**config.mk**
```make
export PLATFORM = sky130hd
export DESIGN_NAME = butterfly_tx
export DESIGN_NICKNAME = d
export VERILOG_FILES = /design/src/rtl/butterfly_pkg.sv /design/src/rtl/butterfly_tx_fifo.sv /design/src/rtl/butterfly_tx.sv
export SDC_FILE = /design/constraint.sdc
export NUM_CORES = 1
export LEC_CHECK = 0
export ABC_AREA = 1
export CORE_ASPECT_RATIO = 1.2
export CORE_MARGIN = 10
export CORE_UTILIZATION = 63
export CTS_CLUSTER_DIAMETER = 80
export DETAILED_ROUTE_END_ITERATION = 8
export DONT_BUFFER_PORTS = 1
export PLACE_DENSITY_LB_ADDON = 0.08
export SYNTH_ARGS = -nofsm -noshare
export SYNTH_HDL_FRONTEND = slang
export SYNTH_SLANG_ARGS = --single-unit
```
**constraint.sdc**
```tcl
create_clock -name i_clk -period 9.31 [get_ports i_clk]
set_input_delay 1.3965 -clock i_clk [delete_from_list [all_inputs] [get_ports i_clk]]
set_output_delay 1.3965 -clock i_clk [all_outputs]
set_load 0.01 [all_outputs]
```
**src/rtl/butterfly_pkg.sv**
```systemverilog
// Definitions shared by the butterfly result transmitter and receiver:
// result framing size, default batch length and the serialiser state encoding.
package butterfly_pkg;
  localparam int RESULT_BYTES = 16;
  localparam int RESULT_BITS  = RESULT_BYTES * 8;
  localparam int NRES_DEFAULT = 10;
  localparam int BYTE_CNT_W   = $clog2(RESULT_BYTES);

  typedef enum logic {
    s_IDLE,
    s_SEND
  } state_t;
endpackage

```
**src/rtl/butterfly_tx_fifo.sv**
```systemverilog
// Show-ahead FIFO of DEPTH entries: data at the read pointer is visible combinationally.
// A push while full is taken only if a pop happens in the same cycle.
module result_fifo #(
  parameter int DEPTH = 4,
  parameter int WIDTH = 128
) (
  input  logic             i_clk,
  input  logic             i_rst,
  input  logic             i_push,
  input  logic [WIDTH-1:0] i_wr_data,
  input  logic             i_pop,
  output logic [WIDTH-1:0] o_rd_data,
  output logic             o_full,
  output logic             o_empty
);
  localparam int AW = $clog2(DEPTH);

  logic [WIDTH-1:0] r_mem [DEPTH];
  logic [AW:0]      r_wr_ptr;
  logic [AW:0]      r_rd_ptr;
  logic             w_wr;
  logic             w_rd;

  assign o_empty   = (r_wr_ptr == r_rd_ptr);
  assign o_full    = (r_wr_ptr[AW] != r_rd_ptr[AW]) &&
                     (r_wr_ptr[AW-1:0] == r_rd_ptr[AW-1:0]);
  assign o_rd_data = r_mem[r_rd_ptr[AW-1:0]];
  assign w_rd      = i_pop && !o_empty;
  // When full, the slot being written is the one being popped this cycle.
  assign w_wr      = i_push && (!o_full || w_rd);

  always_ff @(posedge i_clk or posedge i_rst) begin
    if (i_rst) begin
      r_wr_ptr <= '0;
      r_rd_ptr <= '0;
    end else begin
      if (w_wr) r_wr_ptr <= r_wr_ptr + 1'b1;
      if (w_rd) r_rd_ptr <= r_rd_ptr + 1'b1;
    end
  end

  always_ff @(posedge i_clk) begin
    if (w_wr) r_mem[r_wr_ptr[AW-1:0]] <= i_wr_data;
  end
endmodule

```
**src/rtl/butterfly_tx.sv**
```systemverilog
// Queues 128-bit butterfly results and streams each as 16 big-endian bytes; first byte 2 cycles after i_valid.
// Bytes advance only on i_ready; results arriving with the queue full and no pop are dropped (sticky o_overflow).
module butterfly_tx
  import butterfly_pkg::*;
#(
  parameter int DEPTH = 4,
  parameter int NRES  = NRES_DEFAULT
) (
  input  logic        i_clk,
  input  logic        i_rst,
  input  logic        i_valid,
  input  logic [31:0] i_A_re,
  input  logic [31:0] i_A_im,
  input  logic [31:0] i_B_re,
  input  logic [31:0] i_B_im,
  input  logic        i_ready,
  output logic [7:0]  o_data,
  output logic        o_valid,
  output logic        o_last,
  output logic        o_overflow
);
  localparam int RCW = (NRES > 1) ? $clog2(NRES) : 1;
  localparam logic [BYTE_CNT_W-1:0] LAST_BYTE   = BYTE_CNT_W'(RESULT_BYTES - 1);
  localparam logic [BYTE_CNT_W-1:0] PENULT_BYTE = BYTE_CNT_W'(RESULT_BYTES - 2);
  localparam logic [RCW-1:0]        LAST_RES    = RCW'(NRES - 1);

  logic [RESULT_BITS-1:0] w_push_dat;
  logic [RESULT_BITS-1:0] w_fifo_dat;
  logic                   w_full;
  logic                   w_empty;
  logic                   w_acc;
  logic                   w_res_done;
  logic                   w_pop;

  state_t                 r_state;
  logic [RESULT_BITS-9:0] r_shift;
  logic [BYTE_CNT_W-1:0]  r_byte_cnt;
  logic [RCW-1:0]         r_res_cnt;
  logic [7:0]             r_data;
  logic                   r_valid;
  logic                   r_last;
  logic                   r_overflow;

  assign w_push_dat = {i_A_re, i_A_im, i_B_re, i_B_im};
  assign w_acc      = (r_state == s_SEND) && i_ready;
  assign w_res_done = w_acc && (r_byte_cnt == LAST_BYTE);
  // Popping on the final byte's handshake keeps back-to-back results gapless.
  assign w_pop      = !w_empty && ((r_state == s_IDLE) || w_res_done);

  result_fifo #(
    .DEPTH (DEPTH),
    .WIDTH (RESULT_BITS)
  ) u_fifo (
    .i_clk     (i_clk),
    .i_rst     (i_rst),
    .i_push    (i_valid),
    .i_wr_data (w_push_dat),
    .i_pop     (w_pop),
    .o_rd_data (w_fifo_dat),
    .o_full    (w_full),
    .o_empty   (w_empty)
  );

  always_ff @(posedge i_clk or posedge i_rst) begin
    if (i_rst) begin
      r_state    <= s_IDLE;
      r_shift    <= '0;
      r_byte_cnt <= '0;
      r_res_cnt  <= '0;
      r_data     <= '0;
      r_valid    <= 1'b0;
      r_last     <= 1'b0;
      r_overflow <= 1'b0;
    end else begin
      if (i_valid && w_full && !w_pop) r_overflow <= 1'b1;
      if (w_res_done) r_res_cnt <= (r_res_cnt == LAST_RES) ? '0 : r_res_cnt + 1'b1;

      case (r_state)
        s_IDLE: begin
          if (!w_empty) begin
            r_state    <= s_SEND;
            r_shift    <= w_fifo_dat[RESULT_BITS-9:0];
            r_byte_cnt <= '0;
            r_data     <= w_fifo_dat[RESULT_BITS-1 -: 8];
            r_valid    <= 1'b1;
            r_last     <= 1'b0;
          end
        end
        s_SEND: begin
          if (i_ready) begin
            if (w_res_done) begin
              if (!w_empty) begin
                r_shift    <= w_fifo_dat[RESULT_BITS-9:0];
                r_byte_cnt <= '0;
                r_data     <= w_fifo_dat[RESULT_BITS-1 -: 8];
                r_last     <= 1'b0;
              end else begin
                r_state    <= s_IDLE;
                r_data     <= '0;
                r_valid    <= 1'b0;
                r_last     <= 1'b0;
              end
            end else begin
              r_byte_cnt <= r_byte_cnt + 1'b1;
              r_shift    <= {r_shift[RESULT_BITS-17:0], 8'h00};
              r_data     <= r_shift[RESULT_BITS-9 -: 8];
              r_last     <= (r_byte_cnt == PENULT_BYTE) && (r_res_cnt == LAST_RES);
            end
          end
        end
        default: r_state <= s_IDLE;
      endcase
    end
  end

  assign o_data     = r_data;
  assign o_valid    = r_valid;
  assign o_last     = r_last;
  assign o_overflow = r_overflow;
endmodule

```
==> metrics.yaml <==
outcome: "completed"
syn_inst: 2692
yosysSeqAreaShare: 0.6902
drc: 0
die-area_sq_um: 52560
core_area_sq_um: 42990
clock_sinks: 658
setup_violations: 0
gp_congestion: 0.8101
numCtsBuffers: 61
crit_path_end: "u_fifo.r_mem[1][57]"
min_period_ns: 4.269
drive_above_1_share: 0.05402
fin_worst_skew_ns: 0.01710
antenna_found_initial: 1
grt_pass1_wl_um: 95100
clockBufferDepth: 3
rrSetupSlack_ns: 5.09
nNetsFinal: 2770
fp.dieW_um: 211.0
cts_tree: "done"
maxCapViolations: 0
clk-insertion-delay-late_ns: 0.63
yosys_warnings: 0
drtIter0Drc: 1555
drtAntennaViolNets: 0
ys_types: 28
timing.fmax_ghz: 0.2343
dp_cells: 3120
power.density_nw_per_um2: 286.1
critPathCaptureType: "register"
critPathTopFamily: "simple AND/OR/NAND/NOR gates"
final_cells: 3236
relSlewSlack: 0.1512
track_usage: 0.2304
syn_nets: 2831
cts_hold_buf: 0
synth.avg_cell_area_sq_um: 10.24
holdWs_ns: 0.4945
critPathMostFrequentCell: "nand2_1"
hp-class: "register to register"
post_cts_resized: 0
min-delay-start: "r_shift[3]"
fp.dieH_um: 249.2
slew_viol_final: 0
grt_pass1_vias: 17450
ys_seq_elements: 658
r2r_cells: 9
ios: 143
finalWirelength_um: 60690
crit_slowest_cell: "nor2_4"
cp.required_ns: 9.56
vdd_ir_drop_max_mv: 0.2212
regArea_sq_um: 19040
avgViaCountPerCell: 5.506
via_count: 17820
design_area_sq_um: 29880
crit_cells: 8
slowest_delay_ns: 0.81
grt_overflow: 0
power.static_leakage_nw: 12.77
rows: 83
post_cts_buffers: 0
placed_cell_area_sq_um: 27800
crit_buf_inv: 2
worstPathMaxFanout: 101
grt_max_degree: 115
crit_type: "input port to register"
wl_per_cell_um: 18.76
start_util: 0.6412
clkTransAtPathRegs_ns: 0.06
rsz0062_at_grt: "false"
cp-startpoint: "i_ready"
multi_input_area_sq_um: 6964
n_antenna_cell: 0
reg2reg_from: "u_fifo.r_rd_ptr[0]"
cts_root_buf: "clkbuf_16"
critPathLaunchType: "input port"
synth_area_sq_um: 27570
final_common_cell: "nand2_1"
r2r-end: "u_fifo.r_mem[1][57]"
syn_to_final_growth_pct: 8.383
port_buffers: 0
hpwl_um: 35110
fin_crit_sh: 0.4585
drt-pass1-iter-count: 5
cp_data_arrival_time_ns: 4.52
layout_common_cells: "nand2_1, edfxtp_1, nand3_1"
worstPathCellList: "nand2_1 > nor2_2 > nor2_4 > buf_4 > nand2_1 > nand2_1 > nor2_4 > buf_4"
hold_viol: 0
nFillCells: 3159
finalSetupTns_ns: 0
htreeDepth: 2
tightest_slew_ns: 1.273
per-layer routing:
layer,global-route usage,wire length [um],vias up
li1,-,-,8631
met1,0.2840,24130,8591
met2,0.3849,30230,489
met3,0.06174,4675,105
met4,0.07972,1645,2
met5,0,7,-
area by class of cell:
| cell class | instances | area share |
|---|---|---|
| flip-flops and latches | 658 | 0.6371 |
| multi-input cells | 1644 | 0.2331 |
| clock buffers | 81 | 0.05741 |
| inverters | 241 | 0.03078 |
| well taps | 552 | 0.02312 |
| clock inverters | 35 | 0.01223 |
| repair buffers | 25 | 0.006281 |
power breakdown:
group	internal (mW)	switching, mW
sequential	3.83	0.196
combinational	0.504	1.46
clock	1.49	1.06
per-stage QoR:
step	setup WS, ns	util	power [mW]
2_1_floorplan	1.202	-	5.523
3_3_place_gp	4.338	0.6466	6.021
3_5_place_dp	4.355	0.6466	6.071
4_1_cts	5.013	0.6950	8.610
5_1_grt	4.751	0.6950	8.992
6_report	5.041	0.6950	8.548
sequential cells by signal, indices dropped and copies added (netlist names):
| register | flops |
|---|---|
| u_fifo.r_mem | 512 |
| r_shift | 120 |
| o_data | 8 |
| r_byte_cnt | 4 |
| r_res_cnt | 4 |
| u_fifo.r_rd_ptr | 3 |
| u_fifo.r_wr_ptr | 3 |
| o_last | 1 |
| o_overflow | 1 |
| o_valid | 1 |
| r_state | 1 |
worst min path at each step:
stage                  to  slack, ns  cells after the start
6_report       r_shift[3]       0.49                      2
5_1_grt        r_shift[5]       0.52                      2
4_1_cts        r_shift[3]       0.49                      2
3_5_place_dp   r_shift[3]       0.48                      2
3_3_place_gp   r_shift[3]       0.47                      2
2_1_floorplan  r_shift[0]       0.46                      2
kinds of logic after synthesis:
logic type      after synthesis  synth area share
flops                       658            0.6902
simple gates               1552            0.2292
fa+ha+maj                     7          0.003177
compound gates               78           0.01561
xor+xnor                      7          0.002224
buf+inv                     390           0.05950
cell usage after synthesis:
| cell type | instances | area share |
|---|---|---|
| nand2_1 | 1145 | 0.16 |
| edfxtp_1 | 512 | 0.56 |
| nand3_1 | 370 | 0.067 |
| inv_1 | 237 | 0.032 |
| dfrtp_1 | 146 | 0.13 |
| clkbuf_1 | 60 | 0.0082 |
| buf_2 | 51 | 0.0093 |
| o21ai_0 | 35 | 0.0064 |
| nor2_1 | 26 | 0.0035 |
| o21ai_1 | 17 | 0.0031 |
| buf_4 | 16 | 0.0044 |
| a21oi_1 | 15 | 0.0027 |
| buf_1 | 15 | 0.0020 |
| o22a_1 | 8 | 0.0025 |
| buf_6 | 7 | 0.0029 |
| ha_1 | 7 | 0.0032 |
| xor2_1 | 6 | 0.0019 |
| inv_2 | 3 | 0.00041 |
| nand2_2 | 3 | 0.00068 |
| nor3_1 | 3 | 0.00054 |
| nand3_2 | 2 | 0.00073 |
| nand4_1 | 2 | 0.00045 |
| a31o_2 | 1 | 0.00032 |
| clkinv_1 | 1 | 0.00014 |
| nor2_2 | 1 | 0.00023 |
| o21a_1 | 1 | 0.00027 |
| o21ai_2 | 1 | 0.00032 |
| xnor2_1 | 1 | 0.00032 |
worst register-to-register path, stage by stage, from the launching register on:
cell     delay, ns
dfrtp_4       0.99
inv_8         0.33
nand2_1       0.19
nand2_1       0.11
nand2_1       0.09
nor2_1        0.05
nand2_1       0.06
nand2_1       0.33
nor2_4        0.82
buf_4         0.81
(Power assumes the default switching activity.)
